`src/rtl/dti_mem_arb_pkg.sv`:
```
// Shared types and constants for the instruction/data memory arbiter.
// Latency: n/a (types and constants only).
// Backpressure: n/a.
`timescale 1ns/1ps

`ifndef CFG_INST_ADDR_WIDTH
`define CFG_INST_ADDR_WIDTH 32
`endif
`ifndef CFG_INST_DATA_WIDTH
`define CFG_INST_DATA_WIDTH 32
`endif

package dti_mem_arb_pkg;

  // IDLE waits for a request; each busy state owns the memory port
  // until mem_ack or the wait timer expires.
  typedef enum logic [1:0] {
    ST_IDLE   = 2'd0,
    ST_IFETCH = 2'd1,
    ST_DREAD  = 2'd2,
    ST_DWRITE = 2'd3
  } arb_state_t;

  // Who got the port last; used only to break imem/dmem ties.
  typedef enum logic {
    GRANT_IMEM = 1'b0,
    GRANT_DMEM = 1'b1
  } grant_t;

  localparam int DEFAULT_TIMEOUT_CYCLES = 255;

  // Instruction fetches are always full words.
  localparam logic [1:0] SIZE_WORD = 2'b10;

endpackage

```
`src/rtl/dti_mem_arbiter_if.sv`:
```
// Bundles the imem requester, dmem requester and shared memory port signals.
// Latency: n/a (wiring only).
// Backpressure: requests are level-held until the matching ack pulse.
// Modports: slave = arbiter view (takes requests, drives acks and mem_*);
//           master = environment view (CPU requesters plus memory model).
`timescale 1ns/1ps

`ifndef CFG_INST_ADDR_WIDTH
`define CFG_INST_ADDR_WIDTH 32
`endif
`ifndef CFG_INST_DATA_WIDTH
`define CFG_INST_DATA_WIDTH 32
`endif

interface dti_mem_arbiter_if #(
  parameter int ADDR_WIDTH = `CFG_INST_ADDR_WIDTH,
  parameter int DATA_WIDTH = `CFG_INST_DATA_WIDTH
);
  // Instruction fetch requester
  logic                  imem_req;
  logic [ADDR_WIDTH-1:0] imem_address;
  logic                  imem_ack;
  logic [DATA_WIDTH-1:0] imem_data_in;

  // Data load/store requester
  logic                  dmem_read_req;
  logic                  dmem_write_req;
  logic [ADDR_WIDTH-1:0] dmem_address;
  logic [DATA_WIDTH-1:0] dmem_data_out;
  logic [1:0]            dmem_data_size;
  logic                  dmem_read_ack;
  logic                  dmem_write_ack;
  logic [31:0]           dmem_data_in;

  // Shared memory port
  logic                  mem_req;
  logic                  mem_we;
  logic [ADDR_WIDTH-1:0] mem_address;
  logic [DATA_WIDTH-1:0] mem_wdata;
  logic [1:0]            mem_size;
  logic                  mem_ack;
  logic [DATA_WIDTH-1:0] mem_rdata;

  // Qualifies a requester ack as a timeout rather than a real completion
  logic                  bus_err;

  modport slave (
    input  imem_req, imem_address,
    input  dmem_read_req, dmem_write_req, dmem_address, dmem_data_out, dmem_data_size,
    input  mem_ack, mem_rdata,
    output imem_ack, imem_data_in,
    output dmem_read_ack, dmem_write_ack, dmem_data_in,
    output mem_req, mem_we, mem_address, mem_wdata, mem_size,
    output bus_err
  );

  modport master (
    output imem_req, imem_address,
    output dmem_read_req, dmem_write_req, dmem_address, dmem_data_out, dmem_data_size,
    output mem_ack, mem_rdata,
    input  imem_ack, imem_data_in,
    input  dmem_read_ack, dmem_write_ack, dmem_data_in,
    input  mem_req, mem_we, mem_address, mem_wdata, mem_size,
    input  bus_err
  );

endinterface

```
`src/rtl/dti_arb_timer.sv`:
```
// Wait-cycle counter for one memory transaction; flags the last allowed cycle.
// Latency: tc is combinational from the count register.
// Backpressure: none; the count saturates at terminal count until cleared.
// Ports: clk, reset_n; clear (synchronous zero), enable (count this cycle),
//        tc (this is wait cycle number TIMEOUT_CYCLES).
`timescale 1ns/1ps

module dti_arb_timer
  import dti_mem_arb_pkg::*;
#(
  parameter int TIMEOUT_CYCLES = DEFAULT_TIMEOUT_CYCLES
) (
  input  logic clk,
  input  logic reset_n,
  input  logic clear,
  input  logic enable,
  output logic tc
);

  localparam int CW = $clog2(TIMEOUT_CYCLES + 1);

  logic [CW-1:0] count_q;

  // Busy cycle k (1-based) sees count k-1, so the TIMEOUT_CYCLES-th cycle
  // without an ack is the one where count equals TIMEOUT_CYCLES-1.
  assign tc = (count_q == CW'(TIMEOUT_CYCLES - 1));

  always_ff @(posedge clk or negedge reset_n) begin
    if (!reset_n) begin
      count_q <= '0;
    end else if (clear) begin
      count_q <= '0;
    end else if (enable && !tc) begin
      count_q <= count_q + CW'(1);
    end
  end

endmodule

```
`src/rtl/dti_mem_arbiter.sv`:
```
// Arbitrates imem fetches and dmem loads/stores onto one memory port with timeout.
// Latency: grant one edge after a request in IDLE; requester ack is combinational on mem_ack.
// Backpressure: requests are held until acked; requests seen while busy wait for IDLE.
// Ports: clk, reset_n (async, active-low); bus (slave modport) carries imem_*, dmem_*,
//        mem_* and bus_err.
`timescale 1ns/1ps

`ifndef CFG_INST_ADDR_WIDTH
`define CFG_INST_ADDR_WIDTH 32
`endif
`ifndef CFG_INST_DATA_WIDTH
`define CFG_INST_DATA_WIDTH 32
`endif

module dti_mem_arbiter
  import dti_mem_arb_pkg::*;
#(
  parameter int ADDR_WIDTH     = `CFG_INST_ADDR_WIDTH,
  parameter int DATA_WIDTH     = `CFG_INST_DATA_WIDTH,
  parameter int TIMEOUT_CYCLES = DEFAULT_TIMEOUT_CYCLES
) (
  input  logic              clk,
  input  logic              reset_n,
  dti_mem_arbiter_if.slave  bus
);

  arb_state_t state_q, state_d;
  arb_state_t pick;
  grant_t     last_grant_q, last_grant_d;

  logic [ADDR_WIDTH-1:0] addr_q;
  logic [DATA_WIDTH-1:0] wdata_q;
  logic [1:0]            size_q;
  logic                  we_q;

  logic busy;
  logic grant;
  logic tc;
  logic ack_any;
  logic dmem_any;
  logic dmem_ack;

  assign busy     = (state_q != ST_IDLE);
  assign dmem_any = bus.dmem_read_req | bus.dmem_write_req;

  // Request selection. Stores beat loads from the same requester; an
  // imem/dmem tie goes to whichever side did not win last time.
  always_comb begin
    pick = ST_IDLE;
    if (bus.imem_req && dmem_any) begin
      if (last_grant_q == GRANT_IMEM) begin
        pick = bus.dmem_write_req ? ST_DWRITE : ST_DREAD;
      end else begin
        pick = ST_IFETCH;
      end
    end else if (bus.imem_req) begin
      pick = ST_IFETCH;
    end else if (dmem_any) begin
      pick = bus.dmem_write_req ? ST_DWRITE : ST_DREAD;
    end
  end

  assign grant = (state_q == ST_IDLE) && (pick != ST_IDLE);

  always_ff @(posedge clk or negedge reset_n) begin
    if (!reset_n) begin
      state_q      <= ST_IDLE;
      last_grant_q <= GRANT_IMEM;
    end else begin
      state_q      <= state_d;
      last_grant_q <= last_grant_d;
    end
  end

  always_comb begin
    state_d      = state_q;
    last_grant_d = last_grant_q;
    case (state_q)
      ST_IDLE: begin
        if (grant) begin
          state_d      = pick;
          last_grant_d = (pick == ST_IFETCH) ? GRANT_IMEM : GRANT_DMEM;
        end
      end
      default: begin
        // Either a real completion or the timer gave up; both end the burst.
        if (bus.mem_ack || tc) begin
          state_d = ST_IDLE;
        end
      end
    endcase
  end

  // Transaction attributes are captured at grant so the requester may change
  // its inputs while the memory is still working.
  always_ff @(posedge clk or negedge reset_n) begin
    if (!reset_n) begin
      addr_q  <= '0;
      wdata_q <= '0;
      size_q  <= '0;
      we_q    <= 1'b0;
    end else if (grant) begin
      we_q    <= (pick == ST_DWRITE);
      addr_q  <= (pick == ST_IFETCH) ? bus.imem_address : bus.dmem_address;
      wdata_q <= (pick == ST_DWRITE) ? bus.dmem_data_out : '0;
      size_q  <= (pick == ST_IFETCH) ? SIZE_WORD : bus.dmem_data_size;
    end
  end

  dti_arb_timer #(
    .TIMEOUT_CYCLES (TIMEOUT_CYCLES)
  ) u_timer (
    .clk     (clk),
    .reset_n (reset_n),
    .clear   (grant),
    .enable  (busy && !bus.mem_ack),
    .tc      (tc)
  );

  // A busy cycle ends on mem_ack or terminal count; mem_ack takes priority,
  // so bus_err is only raised when the timer alone ended the transaction.
  assign ack_any  = busy && (bus.mem_ack || tc);
  assign dmem_ack = bus.dmem_read_ack | bus.dmem_write_ack;

  assign bus.imem_ack       = ack_any && (state_q == ST_IFETCH);
  assign bus.dmem_read_ack  = ack_any && (state_q == ST_DREAD);
  assign bus.dmem_write_ack = ack_any && (state_q == ST_DWRITE);
  assign bus.bus_err        = ack_any && !bus.mem_ack;

  // Read data only passes on a genuine completion; timeouts return zero.
  assign bus.imem_data_in = (bus.imem_ack && bus.mem_ack) ? bus.mem_rdata : '0;
  assign bus.dmem_data_in = (dmem_ack && bus.mem_ack) ? 32'(bus.mem_rdata) : 32'd0;

  assign bus.mem_req     = busy;
  assign bus.mem_we      = busy && we_q;
  assign bus.mem_address = addr_q;
  assign bus.mem_wdata   = wdata_q;
  assign bus.mem_size    = size_q;

endmodule

```
`src/flat_wrapper.sv`:
```
// flat-port wrapper written by rule: the top's interface ports become plain ports
module dti_mem_arbiter_flat import dti_mem_arb_pkg::*;
#(
  parameter int ADDR_WIDTH     = `CFG_INST_ADDR_WIDTH,
  parameter int DATA_WIDTH     = `CFG_INST_DATA_WIDTH,
  parameter int TIMEOUT_CYCLES = DEFAULT_TIMEOUT_CYCLES
)
  (clk, reset_n, bus_imem_req, bus_imem_address, bus_dmem_read_req, bus_dmem_write_req, bus_dmem_address, bus_dmem_data_out, bus_dmem_data_size, bus_mem_ack, bus_mem_rdata, bus_imem_ack, bus_imem_data_in, bus_dmem_read_ack, bus_dmem_write_ack, bus_dmem_data_in, bus_mem_req, bus_mem_we, bus_mem_address, bus_mem_wdata, bus_mem_size, bus_bus_err);
  dti_mem_arbiter_if #(.ADDR_WIDTH(ADDR_WIDTH), .DATA_WIDTH(DATA_WIDTH)) bus_i ();
  input  logic clk;
  input  logic reset_n;
  input wire logic [$bits(bus_i.imem_req)-1:0] bus_imem_req;
  input wire logic [$bits(bus_i.imem_address)-1:0] bus_imem_address;
  input wire logic [$bits(bus_i.dmem_read_req)-1:0] bus_dmem_read_req;
  input wire logic [$bits(bus_i.dmem_write_req)-1:0] bus_dmem_write_req;
  input wire logic [$bits(bus_i.dmem_address)-1:0] bus_dmem_address;
  input wire logic [$bits(bus_i.dmem_data_out)-1:0] bus_dmem_data_out;
  input wire logic [$bits(bus_i.dmem_data_size)-1:0] bus_dmem_data_size;
  input wire logic [$bits(bus_i.mem_ack)-1:0] bus_mem_ack;
  input wire logic [$bits(bus_i.mem_rdata)-1:0] bus_mem_rdata;
  output wire logic [$bits(bus_i.imem_ack)-1:0] bus_imem_ack;
  output wire logic [$bits(bus_i.imem_data_in)-1:0] bus_imem_data_in;
  output wire logic [$bits(bus_i.dmem_read_ack)-1:0] bus_dmem_read_ack;
  output wire logic [$bits(bus_i.dmem_write_ack)-1:0] bus_dmem_write_ack;
  output wire logic [$bits(bus_i.dmem_data_in)-1:0] bus_dmem_data_in;
  output wire logic [$bits(bus_i.mem_req)-1:0] bus_mem_req;
  output wire logic [$bits(bus_i.mem_we)-1:0] bus_mem_we;
  output wire logic [$bits(bus_i.mem_address)-1:0] bus_mem_address;
  output wire logic [$bits(bus_i.mem_wdata)-1:0] bus_mem_wdata;
  output wire logic [$bits(bus_i.mem_size)-1:0] bus_mem_size;
  output wire logic [$bits(bus_i.bus_err)-1:0] bus_bus_err;
  assign bus_i.imem_req = bus_imem_req;
  assign bus_i.imem_address = bus_imem_address;
  assign bus_i.dmem_read_req = bus_dmem_read_req;
  assign bus_i.dmem_write_req = bus_dmem_write_req;
  assign bus_i.dmem_address = bus_dmem_address;
  assign bus_i.dmem_data_out = bus_dmem_data_out;
  assign bus_i.dmem_data_size = bus_dmem_data_size;
  assign bus_i.mem_ack = bus_mem_ack;
  assign bus_i.mem_rdata = bus_mem_rdata;
  assign bus_imem_ack = bus_i.imem_ack;
  assign bus_imem_data_in = bus_i.imem_data_in;
  assign bus_dmem_read_ack = bus_i.dmem_read_ack;
  assign bus_dmem_write_ack = bus_i.dmem_write_ack;
  assign bus_dmem_data_in = bus_i.dmem_data_in;
  assign bus_mem_req = bus_i.mem_req;
  assign bus_mem_we = bus_i.mem_we;
  assign bus_mem_address = bus_i.mem_address;
  assign bus_mem_wdata = bus_i.mem_wdata;
  assign bus_mem_size = bus_i.mem_size;
  assign bus_bus_err = bus_i.bus_err;
  dti_mem_arbiter #(.ADDR_WIDTH(ADDR_WIDTH), .DATA_WIDTH(DATA_WIDTH), .TIMEOUT_CYCLES(TIMEOUT_CYCLES)) u_core (.clk(clk), .reset_n(reset_n), .bus(bus_i));
endmodule
```
`config.mk`:
```
export PLATFORM = sky130hd
export DESIGN_NAME = dti_mem_arbiter_flat
export DESIGN_NICKNAME = d
export VERILOG_FILES = /design/src/rtl/dti_mem_arb_pkg.sv /design/src/rtl/dti_mem_arbiter_if.sv /design/src/rtl/dti_arb_timer.sv /design/src/rtl/dti_mem_arbiter.sv /design/src/flat_wrapper.sv
export SDC_FILE = /design/constraint.sdc
export NUM_CORES = 1
export LEC_CHECK = 0
export CAP_MARGIN = 10
export CORE_AREA = 2 2 104 106
export DETAILED_ROUTE_END_ITERATION = 12
export DIE_AREA = 0 0 106 108
export DONT_BUFFER_PORTS = 1
export GPL_TIMING_DRIVEN = 0
export SYNTH_ARGS = -nofsm -noshare
export SYNTH_HDL_FRONTEND = slang
export SYNTH_SLANG_ARGS = --single-unit
```
`constraint.sdc`:
```
create_clock -name clk -period 3.8 [get_ports clk]
set_input_delay 0 -clock clk [delete_from_list [all_inputs] [get_ports clk]]
set_output_delay 0 -clock clk [all_outputs]
set_load 0.02 [all_outputs]
```
## Word-level counts from Yosys, hierarchy flattened

Index checks and enable logic that the tools add are counted.

| word-level totals | value |
|---|---|
| input port bits | 136 |
| logic and storage cells | 55 |
| register bits | 78 |

| cells by class | value |
|---|---|
| reductions and logical operators | 22 |
| bitwise logic cells | 2 |
| add/sub/neg operators | 1 |
| eq/ne operators | 7 |
| muxes and demuxes | 16 |

Operators with widths:

| cell | number |
|---|---|
| two-way mux 32 bit | 4 |
| two-way mux 2 bit | 8 |
| two-way mux 8 bit | 2 |
| logical AND 1 bit | 12 |
| adder 8 x 1 -> 8 bit (second input constant) | 1 |
| equality test 8 bit (second input constant) | 1 |
| nonzero test 2 bit | 4 |
| equality test 2 bit (second input constant) | 3 |
| equality test 2 x 1 -> 1 bit (second input constant) | 2 |
| AND reduction 2 bit | 2 |
| zero test 1 bit | 2 |
| zero test 2 bit | 1 |
| two-way mux 1 bit | 2 |
| != test 2 x 1 -> 1 bit (second input constant) | 1 |
| bitwise OR 1 bit | 2 |
| logical OR 1 bit | 1 |

## Longest topological paths before layout

Gate-level depths: netlist (run 1).

| depth | value |
|---|---|
| word-level depth | 8 |
| mapped depth | 7 |
| mapped depth without buffers | 6 |

## Modules after synthesis

Synthesis (run 1) repeated with hierarchy kept, for this count alone.

| unflattened totals | value |
|---|---|
| cells, all modules | 420 |
| area total of the unflattened synthesis | 4,056.4 sq um |

Modules (own cells, without submodules):

| module | times used | cells each | area an instance (sq um) |
|---|---|---|---|
| dti_mem_arbiter | 1 | 366 | 3,537.1 |
| dti_arb_timer | 1 | 54 | 519.2 |

## Worst setup path before layout (run 1)

No wires, ideal clock.

| timing | value |
|---|---|
| path kind | flip-flop to output port |
| from | register u_core.u_timer.count_q[0] |
| to | output port bus_dmem_read_ack |
| buffers on the path | 0 |
| setup slack | 2.275 ns |
| arrival time | 1.525 ns |
| stages on the path, launching flop included | 7 |
| path through | dfrtp_1 -> inv_1 -> ha_1 -> nand3_1 -> nor2_1 -> nor2_1 -> nor3b_1 |

| on the way | value |
|---|---|
| cells in the longest elaborated chain, start to end | 4 |

Ends and longest elaborated chain:

| what | RTL line | text |
|---|---|---|
| from (decl) | dti_arb_timer.sv:22 | `logic [CW-1:0] count_q;` |
| from (signal assigned) | dti_arb_timer.sv:34 | `count_q <= count_q + CW'(1);` |
| equality test 8 bit | dti_arb_timer.sv:26 | `assign tc = (count_q == CW'(TIMEOUT_CYCLES - 1));` |
| logical OR 1 bit | dti_mem_arbiter.sv:122 | `assign ack_any = busy && (bus.mem_ack \|\| tc);` |
| logical AND 1 bit | dti_mem_arbiter.sv:122 |  |
| logical AND 1 bit | dti_mem_arbiter.sv:126 | `assign bus.dmem_read_ack = ack_any && (state_q == ST_DREAD);` |
| to (decl) | flat_wrapper.sv:23 | `output wire logic [$bits(bus_i.dmem_read_ack)-1:0] bus_dmem_read_ack;` |

No other way between the ends.

## Worst setup path in the final report (run 1)

| timing | value |
|---|---|
| from | register u_core.state_q[0] |
| to | register u_core.addr_q[24], in the netlist u_core.bus.mem_address[24] |

| on the way | value |
|---|---|
| cells in the longest elaborated chain, start to end | 2 |

Ends and longest elaborated chain:

| what | RTL line | text |
|---|---|---|
| from (decl) | dti_mem_arbiter.sv:27 | `arb_state_t state_q, state_d;` |
| from (signal assigned) | dti_mem_arbiter.sv:70 | `state_q <= state_d;` |
| zero test 2 bit | dti_mem_arbiter.sv:63 | `assign grant = (state_q == ST_IDLE) && (pick != ST_IDLE);` |
| logical AND 1 bit | dti_mem_arbiter.sv:63 |  |
| to (signal assigned) | dti_mem_arbiter.sv:104 | `addr_q <= (pick == ST_IFETCH) ? bus.imem_address : bus.dmem_address;` |
| to (decl) | dti_mem_arbiter.sv:31 | `logic [ADDR_WIDTH-1:0] addr_q;` |

No other way between the ends.
A chain may end at the register's enable or synchronous reset.

==> results of run 1 <==
worst min-delay path, stage by stage:
cell	delay (ps)
nand2b_1	50
a21oi_1	60
nor3_1	130
a21o_1	100
layout by cell type, fill, tap and decap left out, types with 2 or more instances in the layout:
cell,netlist,final
dlygate4sd3_1,0,106
dfrtp_1,78,78
a21oi_1,68,68
nand2_1,42,42
nor2_1,38,38
and2_1,33,33
and3_1,33,33
a22o_1,33,33
buf_2,16,16
clkbuf_1,14,14
clkbuf_8,0,12
nand3_1,5,5
o21ai_0,5,5
buf_4,4,4
inv_1,3,3
a21o_1,3,3
nor3b_1,2,2
and3b_1,2,2
nor4_1,2,2
o31ai_1,2,2
nand2b_1,2,2
nor3_1,2,2
mux2i_1,2,2
ha_1,2,2
clkinvlp_4,0,2
metrics by stage:
| step | utilization (%) | hold WS, ps | worst slack, ps |
|---|---|---|---|
| detailed placement | 38.8 | -294 | 2060 |
| finish | 51.3 | 34.5 | 1610 |
| floorplan | - | -296 | 2280 |
| global route | 51.3 | 55.3 | 1490 |
| global placement | 38.8 | -294 | 2060 |
| CTS | 51.3 | 24.1 | 1610 |
power by group:
part           switching [mW]  total, mW  leakage (nW)  internal (mW)
Combinational           0.976       1.83          1.38          0.854
Sequential              0.634       1.79         0.960           1.16
Clock                   0.306      0.598        0.0950          0.292
Total                    1.92       4.22          2.43           2.30
per-layer routing:
layer | vias up | wire length (um) | part of all wire, % | track usage, %
met5 | - | 0 | 0 | 0
met4 | 0 | 476 | 3.6 | 11.8
met3 | 32 | 1020 | 7.7 | 5.91
met2 | 218 | 7130 | 54 | 41.9
met1 | 1753 | 4560 | 35 | 23.6
li1 | 1646 | - | - | -
flip-flops by register name, summed over array words and instances (netlist names):
register and cells:
u_core.last_grant_q 1, u_core.state_q 2, u_core.we_q 1, u_core.bus.mem_address 32
u_core.u_timer.count_q 8, u_core.bus.mem_wdata 32, u_core.bus.mem_size 2
synth_stat cells (all sizes together) (3+ instances only):
cell type  number  share of area [%]
a22o           33                7.6
o21ai           5               0.66
buf            20                2.9
nor2           39                4.1
nand3           5               0.66
and2           33                5.4
and3           33                5.4
nand2          42                4.2
a21o            3               0.59
o31ai           3               0.96
inv             3               0.30
clkbuf         14                1.4
a21oi          69                9.2
dfrtp          78                 51
cell families after synthesis:
group | count (synthesis)
and+or+nand+nor | 166
muxes | 2
adders and majority gates | 2
DFF | 78
buffers and inverters | 37
AOI/OAI and AO/OA | 119
worst paths after layout:
kind,start,to
max in group asynchronous,reset_n,u_core.bus.mem_address[22]$_DFFE_PN0P_
max,u_core.state_q[0]$_DFFE_PN0P_,u_core.bus.mem_address[24]$_DFFE_PN0P_
min in group asynchronous,reset_n,u_core.bus.mem_address[19]$_DFFE_PN0P_
min,bus_dmem_read_req,u_core.state_q[0]$_DFFE_PN0P_
min reg2reg,u_core.we_q$_DFFE_PN0P_,u_core.we_q$_DFFE_PN0P_
max reg2reg,u_core.state_q[0]$_DFFE_PN0P_,u_core.bus.mem_address[24]$_DFFE_PN0P_
layout make-up:
cell class              instances  area, um2  area share [%]
diodes                          1       2.50          0.0477
plain buffers                  34        163            3.10
clock buffers                  12        165            3.15
clock inverters                 4       28.8           0.548
inverters                       3       11.3           0.214
multi-input cells             289       1670            31.8
flip-flops and latches         78       1950            37.2
well taps                     136        170            3.24
repair buffers                107       1090            20.7
==> out/results.ini, run 1 <==
[grt]
antenna_found_initial = 1
track_usage_pct = 22.6
grt_pass1_vias = 3633
overflow = 0
grt_max_degree = 79
grt_pass1_wl_um = 19700

[finish]
syn_to_final_growth_pct = 38.3
final.fill_count = 902
final_area_um2 = 5250
drive_gt1_share_pct = 7.97
fin_cells = 664
finalNetCount = 660

[synthesis]
yosysWarnings = 0
synthXorXnorAreaFrac_pct = 0
synth.distinct_cells = 35
synth-simple-area-share_pct = 22.5
avgSynthCellArea_um2 = 9.39
yosys-mux-area-fraction_pct = 0.528
synth_edf_count = 0
yosysSeqAreaShare_pct = 51.4
syn_nets = 542
yosys.area_share.adder_pct = 0.659
ys.flop_type = dfrtp_1
synth_top_family_by_area = simple AND/OR/NAND/NOR gates
syn_area_um2 = 3790
async_reset_ff_share_pct = 100
synth-compound-area-share_pct = 20.3
synth_seq_cells = 78
syn-instance-count = 404

[die]
die_y_um = 108
dieWidth_um = 106
fp.dieArea_um2 = 11400
core_area_um2 = 10200
start_util_pct = 37.1
ios = 272
num_rows = 37

[detailed_routing]
drcViolationCount = 0
vias = 3649
drt_wl_total_um = 13200
first_iter_violations = 233
first_pass_iters = 5
via_per_inst = 5.50
wl_per_cell_um = 19.9
postRouteAntennaNets = 0

[hold_path]
holdPathStages = 4
min_path_type = in2reg

[placed_design]
place_area_um2 = 3970
dp_cells = 540
routabilityCongestion = 0.703
hpwl_um = 8900
numPortBuffers = 0

[run]
maxCapViolCount = 0

[clocking]
numCtsBuffers = 9
cts_sinks = 78
clk_latency_ps = 350
cts_resized = 0
clk_path_buf_depth = 2
postCtsSetupRepairBufs = 0
cts_tree = yes
cts_hold_buf = 107
h-tree-depth = 3
root_buffer = clkbuf_8
clkTransAtPathRegs_ps = 80

[sta]
grt_setup_unrepaired = no
slew-limit-headroom_pct = 31.5
finalHoldViolations = 0
skew_ps = 8.92
max_freq_mhz = 457
fin_tns_setup_ps = 0
finalSetupViolCount = 0
post-route-period-util_pct = 57.5
drv_slew = 0
tightest_slew_ps = 1020
finalWorstPathRequiredPeriod_ps = 2190

[setup_path]
start_kind = flip-flop
crit_cells = 7
reg2reg_depth = 7
critical-path-top-delay-family = buffers and inverters
crit_buf_inv = 3
cp.arrival_ps = 2420
crit_chain = buf_2 -> nor2_4 -> o31ai_4 -> buf_2 -> a21oi_1 -> a21oi_1 -> dlygate4sd3_1
crit_slowest_cell = dlygate4sd3_1
critical_path_class = reg2reg
cp_max_fo = 10
cpPeakStageDelay_ps = 550
critPathCaptureType = flip-flop
r2r_slack_ps = 1610
worstPathRequired_ps = 4040

[power]
peakVddDrop_uv = 424
pwr_density_cell_nw_per_um2 = 803
power.total_mw = 4.22
leakage_nw = 2.43

[run_status]
status = finished clean

No activity file was read; power rests on OpenSTA's default activity.
==> run 2, diff against run 1 <==
Clock period 3.8 ns to 1.87 ns, I/O delays scaled along.
==> run 2 against run 1 <==
Effect of this change:
- total power grew 90%
- count of clock-buffer cells in the layout is the same
- die area is the same
- hold slack lost 3.8 ps
- sequential share of layout area shrank 0.29 points
- largest cell class unchanged
- register-to-register slack lost 1500 ps
- sequential power grew 100%
- critical path depth shrank 1
- setup slack lost 1500 ps
- clock skew grew 3.1 ps
==> out/results.ini, run 2 (synthesized netlist as in run 1, its figures left out) <==
[grt]
overflow = 0  ; unchanged
grt_pass1_vias = 3741  ; was 3633
track_usage_pct = 23.3  ; was 22.6%
antenna_found_initial = 0  ; was 1
grt_max_degree = 79  ; unchanged
grt_pass1_wl_um = 20200  ; was 19700 um

[die]
fp.dieArea_um2 = 11400  ; unchanged
num_rows = 37  ; unchanged
start_util_pct = 37.1  ; unchanged
dieWidth_um = 106  ; unchanged
ios = 272  ; unchanged
core_area_um2 = 10200  ; unchanged
die_y_um = 108  ; unchanged

[sta]
tightest_slew_ps = 615  ; was 1020 ps
finalWorstPathRequiredPeriod_ps = 1760
slew-limit-headroom_pct = 58.6  ; was 31.5%
post-route-period-util_pct = 94.1
finalSetupViolCount = 0  ; unchanged
grt_setup_unrepaired = no  ; unchanged
fin_tns_setup_ps = 0  ; unchanged
skew_ps = 12.0  ; was 8.92 ps
finalHoldViolations = 0  ; unchanged
max_freq_mhz = 568
drv_slew = 0  ; unchanged

[placed_design]
hpwl_um = 8900  ; unchanged
place_area_um2 = 3970  ; unchanged
routabilityCongestion = 0.703  ; unchanged
numPortBuffers = 0  ; unchanged

[clocking]
cts_tree = yes  ; unchanged
clk_path_buf_depth = 2  ; unchanged
clk_latency_ps = 350  ; about the same
cts_sinks = 78  ; unchanged
clkTransAtPathRegs_ps = 80  ; about the same
root_buffer = clkbuf_8  ; unchanged
h-tree-depth = 3  ; unchanged
numCtsBuffers = 9  ; unchanged

[setup_path]
cp.arrival_ps = 1760  ; was 2420 ps
cp_max_fo = 6  ; was 10
critPathCaptureType = output port  ; was flip-flop
start_kind = flip-flop  ; unchanged
r2r_start = u_core.state_q[0]$_DFFE_PN0P_  ; unchanged
cp-startpoint = u_core.u_timer.count_q[0]$_DFFE_PN0P_  ; was u_core.state_q[0]$_DFFE_PN0P_
reg2reg_depth = 5  ; was 7
critical_path_class = reg2out  ; was reg2reg
worstPathRequired_ps = 1870  ; was 4040 ps

[finish]
final_common_cell = dlygate4sd3_1  ; unchanged
finalNetCount = 660  ; unchanged
antenna_cells = 0  ; was 1
syn_to_final_growth_pct = 39.5  ; was 38.3%
layout_common_cells = 103 x dlygate4sd3_1, 77 x dfrtp_1, 68 x a21oi_1, 42 x nand2_1, 36 x nor2_1  ; was 106 x dlygate4sd3_1, 78 x dfrtp_1, 68 x a21oi_1, 42 x nand2_1, 38 x nor2_1
final.fill_count = 895  ; was 902
drive_gt1_share_pct = 10.6  ; was 7.97%
final_area_um2 = 5300  ; was 5250 um2

[detailed_routing]
via_per_inst = 5.53  ; was 5.50
drt_wl_total_um = 13400  ; was 13200 um
first_pass_iters = 6  ; was 5
wl_per_cell_um = 20.3  ; was 19.9 um
postRouteAntennaNets = 0  ; unchanged
drcViolationCount = 0  ; unchanged
vias = 3665  ; was 3649
first_iter_violations = 207  ; was 233

[power]
pwr_density_cell_nw_per_um2 = 1510  ; was 803 nW/um2
peakVddDrop_uv = 783  ; was 424 uV
leakage_nw = 2.46  ; was 2.43 nW

[hold_path]
min_path_type = in2reg  ; unchanged
hp-start = bus_dmem_read_req  ; unchanged
holdPathStages = 4  ; unchanged

[run_status]
status = finished clean  ; unchanged

[run]
maxCapViolCount = 0  ; unchanged

-- run 2: changes by cell type in the layout (fill, tap and decap cells not counted), moves of 2 or more --
cell           previous run  this run
nor2_1                   38        36
clkbuf_1                 14        11
dlygate4sd3_1           106       103
clkbuf_2                  0         3
nor3b_4                   0         2
nor3b_1                   2         0
buf_4                     4         7
nor2_4                    1         3
-- run 2: where the power goes --
group | switching [mW] | total (mW) | internal, mW
Sequential | 1.29 | 3.64 | 2.35
Combinational | 1.92 | 3.12 | 1.20
Clock | 0.634 | 1.23 | 0.594
-- run 2: area by class of cell --
cell class,count,area [um2],area share [%]
buffer,34,166,3.14
clock buffer,12,165,3.12
clock inverter,4,28.8,0.543
inverter,3,11.3,0.213
multi-input combinational,289,1720,32.5
sequential,78,1950,36.9
tap,136,170,3.21
timing repair buffer,107,1080,20.4
-- run 2: critical path, cell delays in order, from the launching register on --
cell and delay [ps]:
dfrtp_2 440, inv_1 70, ha_1 180, nand3_2 140
nor2_4 170, nor2_4 80, and3b_2 340
-- run 2: path summary, 6_finish.rpt --
| kind | endpoint | slack, ps |
|---|---|---|
| max in group asynchronous | u_core.bus.mem_address[21]$_DFFE_PN0P_ | 1350 |
| min in group asynchronous | u_core.bus.mem_address[19]$_DFFE_PN0P_ | 160 |
| worst min-delay path | u_core.state_q[0]$_DFFE_PN0P_ | 30 |
| worst max register to register | u_core.last_grant_q$_DFFE_PN0P_ | 130 |
| worst min register to register | u_core.we_q$_DFFE_PN0P_ | 480 |
| worst max-delay path | bus_dmem_write_ack | 110 |
-- run 2: metrics by stage --
stage | util, % | setup slack, ps | cells | total power [mW] | hold slack [ps]
after floorplan | - | 345 | 404 | 5.67 | -296
after global placement | 38.8 | 129 | 540 | 6.29 | -294
after detailed placement | 38.8 | 134 | 540 | 6.39 | -294
after CTS | 51.4 | 22.5 | 661 | 7.88 | 24.1
after global routing | 51.8 | 2.85 | 663 | 8.49 | 55.3
final | 51.8 | 110 | 663 | 7.99 | 30.6
-- run 2: routing by layer --
layer  vias up  track usage (%)  part of all wire (%)
met1      1763             23.7                    34
li1       1643                -                     -
met5         -                0                     0
met4         0             12.1                   4.1
met3        41             5.42                   6.8
met2       218             44.3                    55
-- run 2: repair_timing --
item,4_1_cts,5_1_grt
buffers inserted,1,2
hold buffers,104,0
setup endpoints to repair,4,27
endpoints found under the hold margin,148,0
pin swaps,2,2
resized for setup,7,12
==> run 3, diff against run 2 <==
Settings changed: CORE_AREA 2 2 104 106 to 2 2 106 108, DIE_AREA 0 0 106 108 to 0 0 108 110.
==> run 3 against run 2 <==
Effect of this change:
- sequential cell count unchanged
- sequential share of layout area shrank 0.54 points
- maximum frequency is 2.4% lower
- critical path depth shrank 2
- non-clock buffer count down 1
- setup slack lost 43 ps
- design area up 1.5%
- combinational power hardly changed
- wire length increased by 1.1%
- cell count rose by 1.4%
- clock power rose by 19%
- register-to-register slack worse by 20 ps
- largest cell class unchanged
- largest power group unchanged
==> out/results.ini, run 3 (synthesized netlist as in run 1, its figures left out) <==
[run_status]
status = finished clean  ; unchanged

[detailed_routing]
first_pass_iters = 4  ; was 6
postRouteAntennaNets = 0  ; unchanged
first_iter_violations = 196  ; was 207
wl_per_cell_um = 20.2  ; was 20.3 um
via_per_inst = 5.55  ; was 5.53
vias = 3727  ; was 3665
drcViolationCount = 0  ; unchanged
drt_wl_total_um = 13600  ; was 13400 um

[finish]
multi_input_area_um2 = 1750  ; was 1720 um2
finalNetCount = 659  ; was 660
drive_gt1_share_pct = 11.0  ; was 10.6%
final_area_um2 = 5370  ; was 5300 um2
final.fill_count = 965  ; was 895
final_common_cell = dlygate4sd3_1  ; unchanged
seq_area_um2 = 1950  ; unchanged
fin_cells = 672  ; was 663
syn_to_final_growth_pct = 41.6  ; was 39.5%
layout_common_cells = 103 x dlygate4sd3_1, 77 x dfrtp_1, 68 x a21oi_1, 42 x nand2_1, 36 x nor2_1  ; unchanged
final_core_util_pct = 50.2  ; was 51.8%

[setup_path]
crit_slowest_cell = and2_1  ; was dfrtp_2
cpPeakStageDelay_ps = 330  ; was 440 ps
critPathCaptureType = output port  ; unchanged
critical_path_class = reg2out  ; unchanged
crit_chain = buf_2 -> and3b_1 -> buf_1 -> and2_1  ; was inv_1 -> ha_1 -> nand3_2 -> nor2_4 -> nor2_4 -> and3b_2
start_kind = flip-flop  ; unchanged
cp_max_fo = 10  ; was 6
worstPathRequired_ps = 1870  ; about the same
cp.arrival_ps = 1800  ; was 1760 ps

[power]
pwr_density_cell_nw_per_um2 = 1530  ; was 1510 nW/um2
power.total_mw = 8.25  ; was 7.99 mW
leakage_nw = 2.48  ; was 2.46 nW
peakVddDrop_uv = 806  ; was 783 uV

[clocking]
root_buffer = clkbuf_8  ; unchanged
cts_sinks = 78  ; unchanged
cts_tree = yes  ; unchanged
h-tree-depth = 3  ; unchanged
clk_latency_ps = 350  ; about the same
clkTransAtPathRegs_ps = 80  ; about the same
clk_path_buf_depth = 2  ; unchanged
numCtsBuffers = 9  ; unchanged

[grt]
grt_pass1_wl_um = 19600  ; was 20200 um
track_usage_pct = 22.0  ; was 23.3%
antenna_found_initial = 1  ; was 0
grt_pass1_vias = 3642  ; was 3741
overflow = 0  ; unchanged
grt_max_degree = 79  ; unchanged

[sta]
tightest_slew_ps = 604  ; was 615 ps
skew_ps = 11.3  ; was 12.0 ps
finalHoldViolations = 0  ; unchanged
grt_setup_unrepaired = yes  ; was no
hold-worst-slack_ps = 45.7  ; was 30.6 ps
slew-limit-headroom_pct = 59.4  ; was 58.6%
finalWorstPathRequiredPeriod_ps = 1800  ; was 1760 ps
max_freq_mhz = 555  ; was 568 MHz
finalSetupViolCount = 0  ; unchanged
post-route-period-util_pct = 96.4  ; was 94.1%
drv_slew = 0  ; unchanged

[die]
ios = 272  ; unchanged
start_util_pct = 35.5  ; was 37.1%
num_rows = 38  ; was 37
die_y_um = 110  ; was 108 um
core_area_um2 = 10700  ; was 10200 um2
fp.dieArea_um2 = 11900  ; was 11400 um2
dieWidth_um = 108  ; was 106 um

[placed_design]
dp_cells = 544  ; was 540
routabilityCongestion = 0.729  ; was 0.703
place_area_um2 = 3970  ; about the same
numPortBuffers = 0  ; unchanged
hpwl_um = 8890  ; was 8900 um

[run]
maxCapViolCount = 0  ; unchanged

[hold_path]
min_path_type = in2reg  ; unchanged

==> run 3: cell count changes in the layout (fill, tap and decap cells not counted), moves of 2 or more <==
cell       delta
clkbuf_1      -2
bufinv_16     +2
clkbuf_8      -2
buf_1         +2
clkinv_4      +2
diode_2       +6
==> run 3: critical path: cells and delay by family (launching register included) <==
family | cells | cell delay (ps)
flip-flops | 1 | 320
AND/OR/NAND/NOR | 2 | 630
buffers and inverters | 2 | 510
==> run 3: through the flow <==
step / setup TNS, ps / setup slack, ps
finish: 0 / 66.9
global route: -682 / -51.6
CTS: -130 / -79.5
detailed placement: -43.9 / -43.9
global placement: -24.1 / -24.1
floorplan: 0 / 345
==> run 3: final cells by class <==
cell class / count / area share [%]
Multi-Input combinational cell: 289 / 32.5
Clock inverter: 6 / 1.75
Inverter: 3 / 0.210
Clock buffer: 10 / 2.56
Sequential cell: 78 / 36.3
Buffer: 34 / 3.10
Timing Repair Buffer: 106 / 20.0
Tap cell: 140 / 3.26
Antenna cell: 6 / 0.279
==> run 3: power by group <==
part / switching [mW] / internal, mW
registers: 1.29 / 2.35
clock network: 0.662 / 0.798
logic: 1.94 / 1.21
==> run 3: final timing paths <==
check	startpoint	end	slack, ps	depth (start not counted)
max	u_core.state_q[0]$_DFFE_PN0P_	bus_imem_data_in[7]	70	4
min	bus_dmem_read_req	u_core.state_q[0]$_DFFE_PN0P_	50	4
max reg2reg	u_core.state_q[0]$_DFFE_PN0P_	u_core.last_grant_q$_DFFE_PN0P_	110	5
min reg2reg	u_core.we_q$_DFFE_PN0P_	u_core.we_q$_DFFE_PN0P_	470	1
max in group asynchronous	reset_n	u_core.bus.mem_size[1]$_DFFE_PN0P_	1330	2
min in group asynchronous	reset_n	u_core.bus.mem_address[19]$_DFFE_PN0P_	170	2
==> run 3: what timing repair did <==
item                                    CTS  global route
pin swaps                                 0             2
setup buffers                             0             2
endpoints found under the hold margin   148             0
endpoints found under the setup margin    4            55
resized for setup                         8            18
hold buffers                            104             0
==> run 3: metal layers <==
layer | GRT usage (%) | share of wire [%] | vias to the layer above
li1 | - | - | 1647
met1 | 24.1 | 35 | 1836
met2 | 40.9 | 56 | 221
met3 | 5.23 | 7.6 | 23
met4 | 9.16 | 2.0 | 0
met5 | 0 | 0 | -
